$ cat src/rtl/jt12_opram_pkg.sv
// Shared definitions for the jt12 operator-state RAM: sweep FSM encoding,
// legal read-latency range and the slot-address range helper.
package jt12_opram_pkg;

    localparam logic [0:0] ST_CLEAR = 1'b0;
    localparam logic [0:0] ST_RUN   = 1'b1;

    localparam int RD_LAT_MIN = 1;
    localparam int RD_LAT_MAX = 2;

    // DEPTH need not be a power of two, so a full-width address can name a missing slot.
    function automatic logic addr_in_range(input int unsigned addr, input int unsigned depth);
        return addr < depth;
    endfunction

endpackage

$ cat src/rtl/jt12_opram_if.sv
// Operator-RAM access bus: cycle enable, write port, read port and status.
// The pipeline stage drives it through the master modport; the RAM is the slave.
interface jt12_opram_if #(
    parameter int DW = 44,
    parameter int AW = 5
);
    logic          clk_en;
    logic          we;
    logic [AW-1:0] wr_addr;
    logic [AW-1:0] rd_addr;
    logic [DW-1:0] data;
    logic [DW-1:0] q;
    logic          busy;

    modport master (
        output clk_en, we, wr_addr, rd_addr, data,
        input  q, busy
    );

    modport slave (
        input  clk_en, we, wr_addr, rd_addr, data,
        output q, busy
    );
endinterface

$ cat src/rtl/jt12_opram_core.sv
// Bare DW x DEPTH storage array: one write port, one registered read port,
// gated by clk_en. Kept free of reset and muxing so it maps onto block RAM.
module jt12_opram_core #(
    parameter int DW    = 44,
    parameter int DEPTH = 32,
    parameter int AW    = $clog2(DEPTH)
) (
    input  logic          clk,
    input  logic          clk_en,
    input  logic          we,
    input  logic [AW-1:0] wr_addr,
    input  logic [DW-1:0] wr_data,
    input  logic [AW-1:0] rd_addr,
    output logic [DW-1:0] rd_data
);

    logic [DW-1:0] mem [DEPTH];

    // NOTE: the array and its read register are deliberately not reset; a reset
    // would block RAM inference. The top level clears slots with a sweep instead.
    always_ff @(posedge clk) begin
        if (clk_en) begin
            if (we) begin
                mem[wr_addr] <= wr_data;
            end
            rd_data <= mem[rd_addr];
        end
    end

endmodule

$ cat src/rtl/jt12_opram_gen.sv
// Parametrised operator-state RAM with post-reset clear sweep and 1- or 2-cycle
// read latency. Define JT12_OPRAM_BYPASS_EN for write-first same-slot reads.
module jt12_opram_gen
    import jt12_opram_pkg::*;
#(
    parameter int              DW      = 44,
    parameter int              DEPTH   = 32,
    parameter int              AW      = $clog2(DEPTH),
    parameter int              RD_LAT  = 1,
    parameter logic [DW-1:0]   CLR_VAL = '0
) (
    input logic         clk,
    input logic         rst_n,
    jt12_opram_if.slave bus
);

    localparam logic [AW-1:0] LAST_SLOT = AW'(DEPTH - 1);
    localparam bit            TWO_STAGE = (RD_LAT > RD_LAT_MIN);

    if (RD_LAT < RD_LAT_MIN || RD_LAT > RD_LAT_MAX) begin : g_bad_rd_lat
        $error("jt12_opram_gen: RD_LAT must be 1 or 2");
    end

    logic [0:0]    state;
    logic [AW-1:0] clr_cnt;
    logic          in_clear;
    logic          wr_ok;
    logic          rd_ok;

    assign in_clear = (state == ST_CLEAR);
    assign wr_ok    = addr_in_range(32'(bus.wr_addr), 32'(DEPTH));
    assign rd_ok    = addr_in_range(32'(bus.rd_addr), 32'(DEPTH));
    assign bus.busy = in_clear;

    // NOTE: state registers use non-blocking assignments so every flop samples
    // the pre-edge values regardless of block evaluation order.
    always_ff @(posedge clk or negedge rst_n) begin
        if (!rst_n) begin
            state   <= ST_CLEAR;
            clr_cnt <= '0;
        end else if (bus.clk_en && in_clear) begin
            if (clr_cnt == LAST_SLOT) begin
                state <= ST_RUN;
            end else begin
                clr_cnt <= clr_cnt + 1'b1;
            end
        end
    end

    logic          ram_we;
    logic [AW-1:0] ram_waddr;
    logic [DW-1:0] ram_wdata;
    logic [DW-1:0] ram_q;

    // The sweep owns the write port; external writes are dropped until RUN.
    assign ram_we    = bus.clk_en && (in_clear || (bus.we && wr_ok));
    assign ram_waddr = in_clear ? clr_cnt : bus.wr_addr;
    assign ram_wdata = in_clear ? CLR_VAL : bus.data;

    jt12_opram_core #(
        .DW    (DW),
        .DEPTH (DEPTH),
        .AW    (AW)
    ) u_core (
        .clk     (clk),
        .clk_en  (bus.clk_en),
        .we      (ram_we),
        .wr_addr (ram_waddr),
        .wr_data (ram_wdata),
        .rd_addr (bus.rd_addr),
        .rd_data (ram_q)
    );

    logic byp_hit;

`ifdef JT12_OPRAM_BYPASS_EN
    assign byp_hit = !in_clear && bus.we && wr_ok && (bus.wr_addr == bus.rd_addr);
`else
    assign byp_hit = 1'b0;
`endif

    // Stage 1 is the core read register qualified by these flags: s1_vld marks
    // a real in-range RUN read, so CLEAR cycles and bad addresses read as 0.
    logic s1_vld;

    always_ff @(posedge clk or negedge rst_n) begin
        if (!rst_n) begin
            s1_vld <= 1'b0;
        end else if (bus.clk_en) begin
            s1_vld <= !in_clear && rd_ok && !byp_hit;
        end
    end

`ifdef JT12_OPRAM_BYPASS_EN
    logic          s1_byp;
    logic [DW-1:0] s1_byp_data;

    always_ff @(posedge clk or negedge rst_n) begin
        if (!rst_n) begin
            s1_byp      <= 1'b0;
            s1_byp_data <= '0;
        end else if (bus.clk_en) begin
            s1_byp      <= byp_hit;
            s1_byp_data <= bus.data;
        end
    end
`endif

    logic [DW-1:0] s1_val;

    always_comb begin
        // NOTE: default first so no path leaves s1_val unassigned (no latch).
        s1_val = '0;
        if (s1_vld) begin
            s1_val = ram_q;
        end
`ifdef JT12_OPRAM_BYPASS_EN
        if (s1_byp) begin
            s1_val = s1_byp_data;
        end
`endif
    end

    if (TWO_STAGE) begin : g_lat2
        logic [DW-1:0] q_r;

        always_ff @(posedge clk or negedge rst_n) begin
            if (!rst_n) begin
                q_r <= '0;
            end else if (bus.clk_en) begin
                q_r <= in_clear ? '0 : s1_val;
            end
        end

        assign bus.q = q_r;
    end else begin : g_lat1
        assign bus.q = s1_val;
    end

endmodule

$ cat src/flat_wrapper.sv
// flat-port wrapper written by rule: the top's interface ports become plain ports
module jt12_opram_gen_flat import jt12_opram_pkg::*;
#(
    parameter int              DW      = 44,
    parameter int              DEPTH   = 32,
    parameter int              AW      = $clog2(DEPTH),
    parameter int              RD_LAT  = 1,
    parameter logic [DW-1:0]   CLR_VAL = '0
)
  (clk, rst_n, bus_clk_en, bus_we, bus_wr_addr, bus_rd_addr, bus_data, bus_q, bus_busy);
  jt12_opram_if #(.DW(DW), .AW(AW)) bus_i ();
  input logic clk;
  input logic rst_n;
  input wire logic [$bits(bus_i.clk_en)-1:0] bus_clk_en;
  input wire logic [$bits(bus_i.we)-1:0] bus_we;
  input wire logic [$bits(bus_i.wr_addr)-1:0] bus_wr_addr;
  input wire logic [$bits(bus_i.rd_addr)-1:0] bus_rd_addr;
  input wire logic [$bits(bus_i.data)-1:0] bus_data;
  output wire logic [$bits(bus_i.q)-1:0] bus_q;
  output wire logic [$bits(bus_i.busy)-1:0] bus_busy;
  assign bus_i.clk_en = bus_clk_en;
  assign bus_i.we = bus_we;
  assign bus_i.wr_addr = bus_wr_addr;
  assign bus_i.rd_addr = bus_rd_addr;
  assign bus_i.data = bus_data;
  assign bus_q = bus_i.q;
  assign bus_busy = bus_i.busy;
  jt12_opram_gen #(.DW(DW), .DEPTH(DEPTH), .AW(AW), .RD_LAT(RD_LAT), .CLR_VAL(CLR_VAL)) u_core (.clk(clk), .rst_n(rst_n), .bus(bus_i));
endmodule
$ cat config.mk
export PLATFORM = sky130hd
export DESIGN_NAME = jt12_opram_gen_flat
export DESIGN_NICKNAME = d
export VERILOG_FILES = /design/src/rtl/jt12_opram_pkg.sv /design/src/rtl/jt12_opram_if.sv /design/src/rtl/jt12_opram_core.sv /design/src/rtl/jt12_opram_gen.sv /design/src/flat_wrapper.sv
export SDC_FILE = /design/constraint.sdc
export NUM_CORES = 1
export LEC_CHECK = 0
export CORE_UTILIZATION = 55
export DETAILED_ROUTE_END_ITERATION = 6
export PLACE_DENSITY = 0.81
export SYNTH_ARGS = -nofsm -noshare
export SYNTH_HDL_FRONTEND = slang
export SYNTH_SLANG_ARGS = --single-unit
$ cat constraint.sdc
create_clock -name clk -period 9.4 [get_ports clk]
set_input_delay 1.41 -clock clk [delete_from_list [all_inputs] [get_ports clk]]
set_output_delay 1.41 -clock clk [all_outputs]
set_load 0.1 [all_outputs]
==> reports/metrics.csv <==
metric,value,unit
result of the run,completed,
count of mapped cells out of synthesis,3229,
number of hold-repair buffers added at the cts stage,0,
maximum clock frequency,205.9,MHz
# setup viols final,0,
DPL Wire Length,67420,um
post_cts resized,0,
"Async S/R FF share, synth",0.4798,%
max-slew violations,0,
detailed router's first-iteration violation count,3720,
die width,323.7,um
routed via count,30450,
CTS buffer count,141,
buffers added on ports,102,
DRT Pass-1 Iters,6,
power density relative to cell area,208.9,nW/um^2
clock-pin slew on the worst setup and hold paths,50,ps
clock latency on the worst-skew pair,740,ps
"Worst Path Class, Setup",flip-flop to flip-flop,
Fin. Hold Viols,0,
floorplan core area,102200,sq um
Via-to-Cell Ratio,6.330,
clock root buffer,sky130_fd_sc_hd__clkbuf_16,
number of synthesized flops with an enable pin,1452,
XOR/XNOR Fraction of Synth Area,0.04615,%
Setup crit end kind,flip-flop,
beginning of the critical path,u_core.state$_DFFE_PN0P_,
clock tree skew after final layout,26.65,ps
DR WL/cell,28.16,um
synthesized netlist net count,3289,
Yosys Warn Count,0,
total negative slack,0,ps
sequential share of the synthesized area,76.90,%
required time at the endpoint of the critical path,9750,ps
endpoint arrival time on the critical path,5210,ps
worst flop-to-flop path startpoint,u_core.state$_DFFE_PN0P_,
RSZ-0062 raised after global routing,false,
maximum vdd ir drop,0.0002083,V
post-synthesis average cell area,17.63,sq um
layout overhead on the synthesized area,11.87,%
wire length of the first global-routing pass,195500,um
total number of H-tree levels,4,
sum of overflow across all layers after global routing,0,
Detail Route Antenna Nets,0,
"post-synthesis share of cell area spent on and, or, nand and nor gates",3.901,%
end point of the critical path,u_core.u_core.mem[18][17]$_DFFE_PP_,
synthesized area,56930,sq um
Slew @ Worst Pin,1244,ps
number of nets in the layout,3400,
WHS,524.9,ps
post-synthesis compound-gate area fraction,4.831,%
worst min-delay path class,flip-flop to flip-flop,
maximum buffer depth of the clock tree,3,
Chip Height,323.7,um
multiplexer fraction of the synthesized cell area,12.45,%
number of DRC violations after detailed routing,0,
number of buffers inserted to repair setup after CTS,0,
relative max-transition margin,17.06,%
leakage component of the power,0.02187,uW
Max Fanout on Critical Path,30,
max-capacitance violation count,0,
boundary pin count,103,
number of antenna violations at the first check in global routing,2,
share of post-route cells with drive strength above 1,8.079,%
TritonCTS clock tree,built,
detailed-route wire length,135500,um
r2r endpoint,u_core.u_core.mem[18][17]$_DFFE_PP_,
number of global-route vias before repair,30290,
minimum clock period,4857,ps
Post-Synth Adder-Cell Area,0.04396,%
post-synth cell types,34,
overall power after layout,13300,uW
register-to-register setup slack,4540,ps
number of cell rows,117,
main combinational cell family by area after synthesis,multiplexers,
clk sinks,1459,
flip-flop and latch count after synthesis,1459,
cells on worst reg2reg path,5,
top flip-flop cell by instance count after synthesis,sky130_fd_sc_hd__edfxtp_1,
utilization of the core after routing,62.33,%
initial standard-cell utilization of the core,55.71,%
total of fill cells in the finished design,6891,
GPL Wtd Cong,0.7791,
DIE AREA,104800,sq um
portion of the clock cycle consumed by the worst path in the final layout,51.67,%
nature of the critical path startpoint,flip-flop,
combined global-route utilization of all metal layers,25.75,%
largest net degree at the start of global routing,177,
==> cells by family after synthesis <==
group | Yosys count
AO/OA/AOI/OAI | 404
XOR/XNOR | 3
flip-flops | 1459
buffers and inverters | 190
adder cells (fa/ha/maj) | 2
AND/OR/NAND/NOR | 463
multiplexers | 708
==> worst min path at each step <==
stage	slack [ps]	endpoint	cells past startpoint	from
2_1_floorplan	480	u_core.clr_cnt[3]$_DFFE_PN0P_	1	u_core.clr_cnt[3]$_DFFE_PN0P_
3_3_place_gp	510	u_core.clr_cnt[0]$_DFFE_PN0P_	1	u_core.clr_cnt[0]$_DFFE_PN0P_
3_5_place_dp	520	u_core.clr_cnt[0]$_DFFE_PN0P_	1	u_core.clr_cnt[0]$_DFFE_PN0P_
4_1_cts	530	u_core.clr_cnt[0]$_DFFE_PN0P_	1	u_core.clr_cnt[0]$_DFFE_PN0P_
5_1_grt	550	u_core.clr_cnt[0]$_DFFE_PN0P_	1	u_core.clr_cnt[0]$_DFFE_PN0P_
6_report	520	u_core.clr_cnt[0]$_DFFE_PN0P_	1	u_core.clr_cnt[0]$_DFFE_PN0P_
==> cell usage in the layout (no fill, tap or decap), types with 2 or more instances in the layout <==
cell type	synthesis	layout
sky130_fd_sc_hd__a31oi_1	44	44
sky130_fd_sc_hd__dfrtp_1	7	5
sky130_fd_sc_hd__xnor2_1	2	2
sky130_fd_sc_hd__a21oi_1	132	132
sky130_fd_sc_hd__clkbuf_16	0	144
sky130_fd_sc_hd__bufinv_16	0	8
sky130_fd_sc_hd__clkdlybuf4s50_1	0	100
sky130_fd_sc_hd__a22oi_1	132	132
sky130_fd_sc_hd__buf_4	51	46
sky130_fd_sc_hd__edfxtp_1	1452	1452
sky130_fd_sc_hd__buf_12	0	7
sky130_fd_sc_hd__dfrtp_2	0	2
sky130_fd_sc_hd__mux2_2	2	2
sky130_fd_sc_hd__a22o_1	89	89
sky130_fd_sc_hd__nand2b_4	0	2
sky130_fd_sc_hd__nor2b_4	0	2
sky130_fd_sc_hd__and2_1	89	88
sky130_fd_sc_hd__clkinv_1	0	31
sky130_fd_sc_hd__inv_1	4	4
sky130_fd_sc_hd__nor2_4	0	33
sky130_fd_sc_hd__clkbuf_1	64	34
sky130_fd_sc_hd__clkinvlp_4	0	4
sky130_fd_sc_hd__nor3_1	44	44
sky130_fd_sc_hd__nand3_1	136	136
sky130_fd_sc_hd__mux2i_1	706	706
sky130_fd_sc_hd__nand2_1	149	148
sky130_fd_sc_hd__clkinv_2	0	16
sky130_fd_sc_hd__o21ai_0	5	5
sky130_fd_sc_hd__ha_1	2	2
sky130_fd_sc_hd__inv_6	0	5
sky130_fd_sc_hd__nor2_1	34	2
==> routing by layer <==
layer,GRT usage (%),part of all wire [%],vias to the layer above
li1,-,-,12970
met3,4.739,9.3,299
met1,35.01,39,15390
met5,0,0,-
met4,9.822,3.6,0
met2,41.61,48,1796
==> through the flow <==
step	instance area, sq um	worst slack [ps]	cells
floorplan	56930	5179	3229
finish	63680	4543	4810
global route	63680	4449	4810
global placement	59400	4173	4565
detailed placement	59400	4124	4565
CTS	63680	4583	4809
==> worst max-delay path, stage by stage, from the launching register on <==
cell and delay, ps:
sky130_fd_sc_hd__dfrtp_2 840, sky130_fd_sc_hd__buf_4 570, sky130_fd_sc_hd__mux2i_1 430, sky130_fd_sc_hd__nand3_1 750
sky130_fd_sc_hd__nor2_4 1220, sky130_fd_sc_hd__buf_4 560
==> Yosys cell counts (all sizes together), types with 2 or more instances <==
master,count,area share (%)
inv,4,0.026
a21oi,132,1.2
a22o,89,1.4
dfrtp,7,0.31
a22oi,132,1.7
nand2,149,0.98
nor2b,3,0.033
and2,89,0.98
edfxtp,1452,77
nor3,44,0.39
clkbuf,65,0.44
nand3,136,1.2
nand2b,2,0.022
ha,2,0.044
nor2,35,0.24
a31oi,44,0.48
mux2i,706,12
mux2,2,0.040
o21ai,5,0.044
xnor2,2,0.031
buf,121,1.4
==> state kept, by name (all words and copies together), names as in the netlist <==
register,count
u_core.u_core.mem,1408
u_core.u_core.rd_data,44
u_core.clr_cnt,5
u_core.s1_vld,1
u_core.state,1
==> report_power, final <==
group	switching, uW	leakage [uW]	internal (uW)
registers	10.4	0.0132	7190
clock network	2300	0.00208	3020
logic	543	0.00661	229
==> cell type report <==
cell class / instances / area (sq um) / share of cell area, %
well taps: 1368 / 1712 / 2.688
inverters: 4 / 15.01 / 0.02358
repair buffers: 154 / 1501 / 2.358
diodes: 1 / 2.502 / 0.003929
clock buffers: 178 / 3731 / 5.859
clock inverters: 66 / 546.8 / 0.8586
flip-flops and latches: 1459 / 43780 / 68.74
multi-input cells: 1580 / 12400 / 19.47
Note: power is estimated with default switching activity, not from simulation.
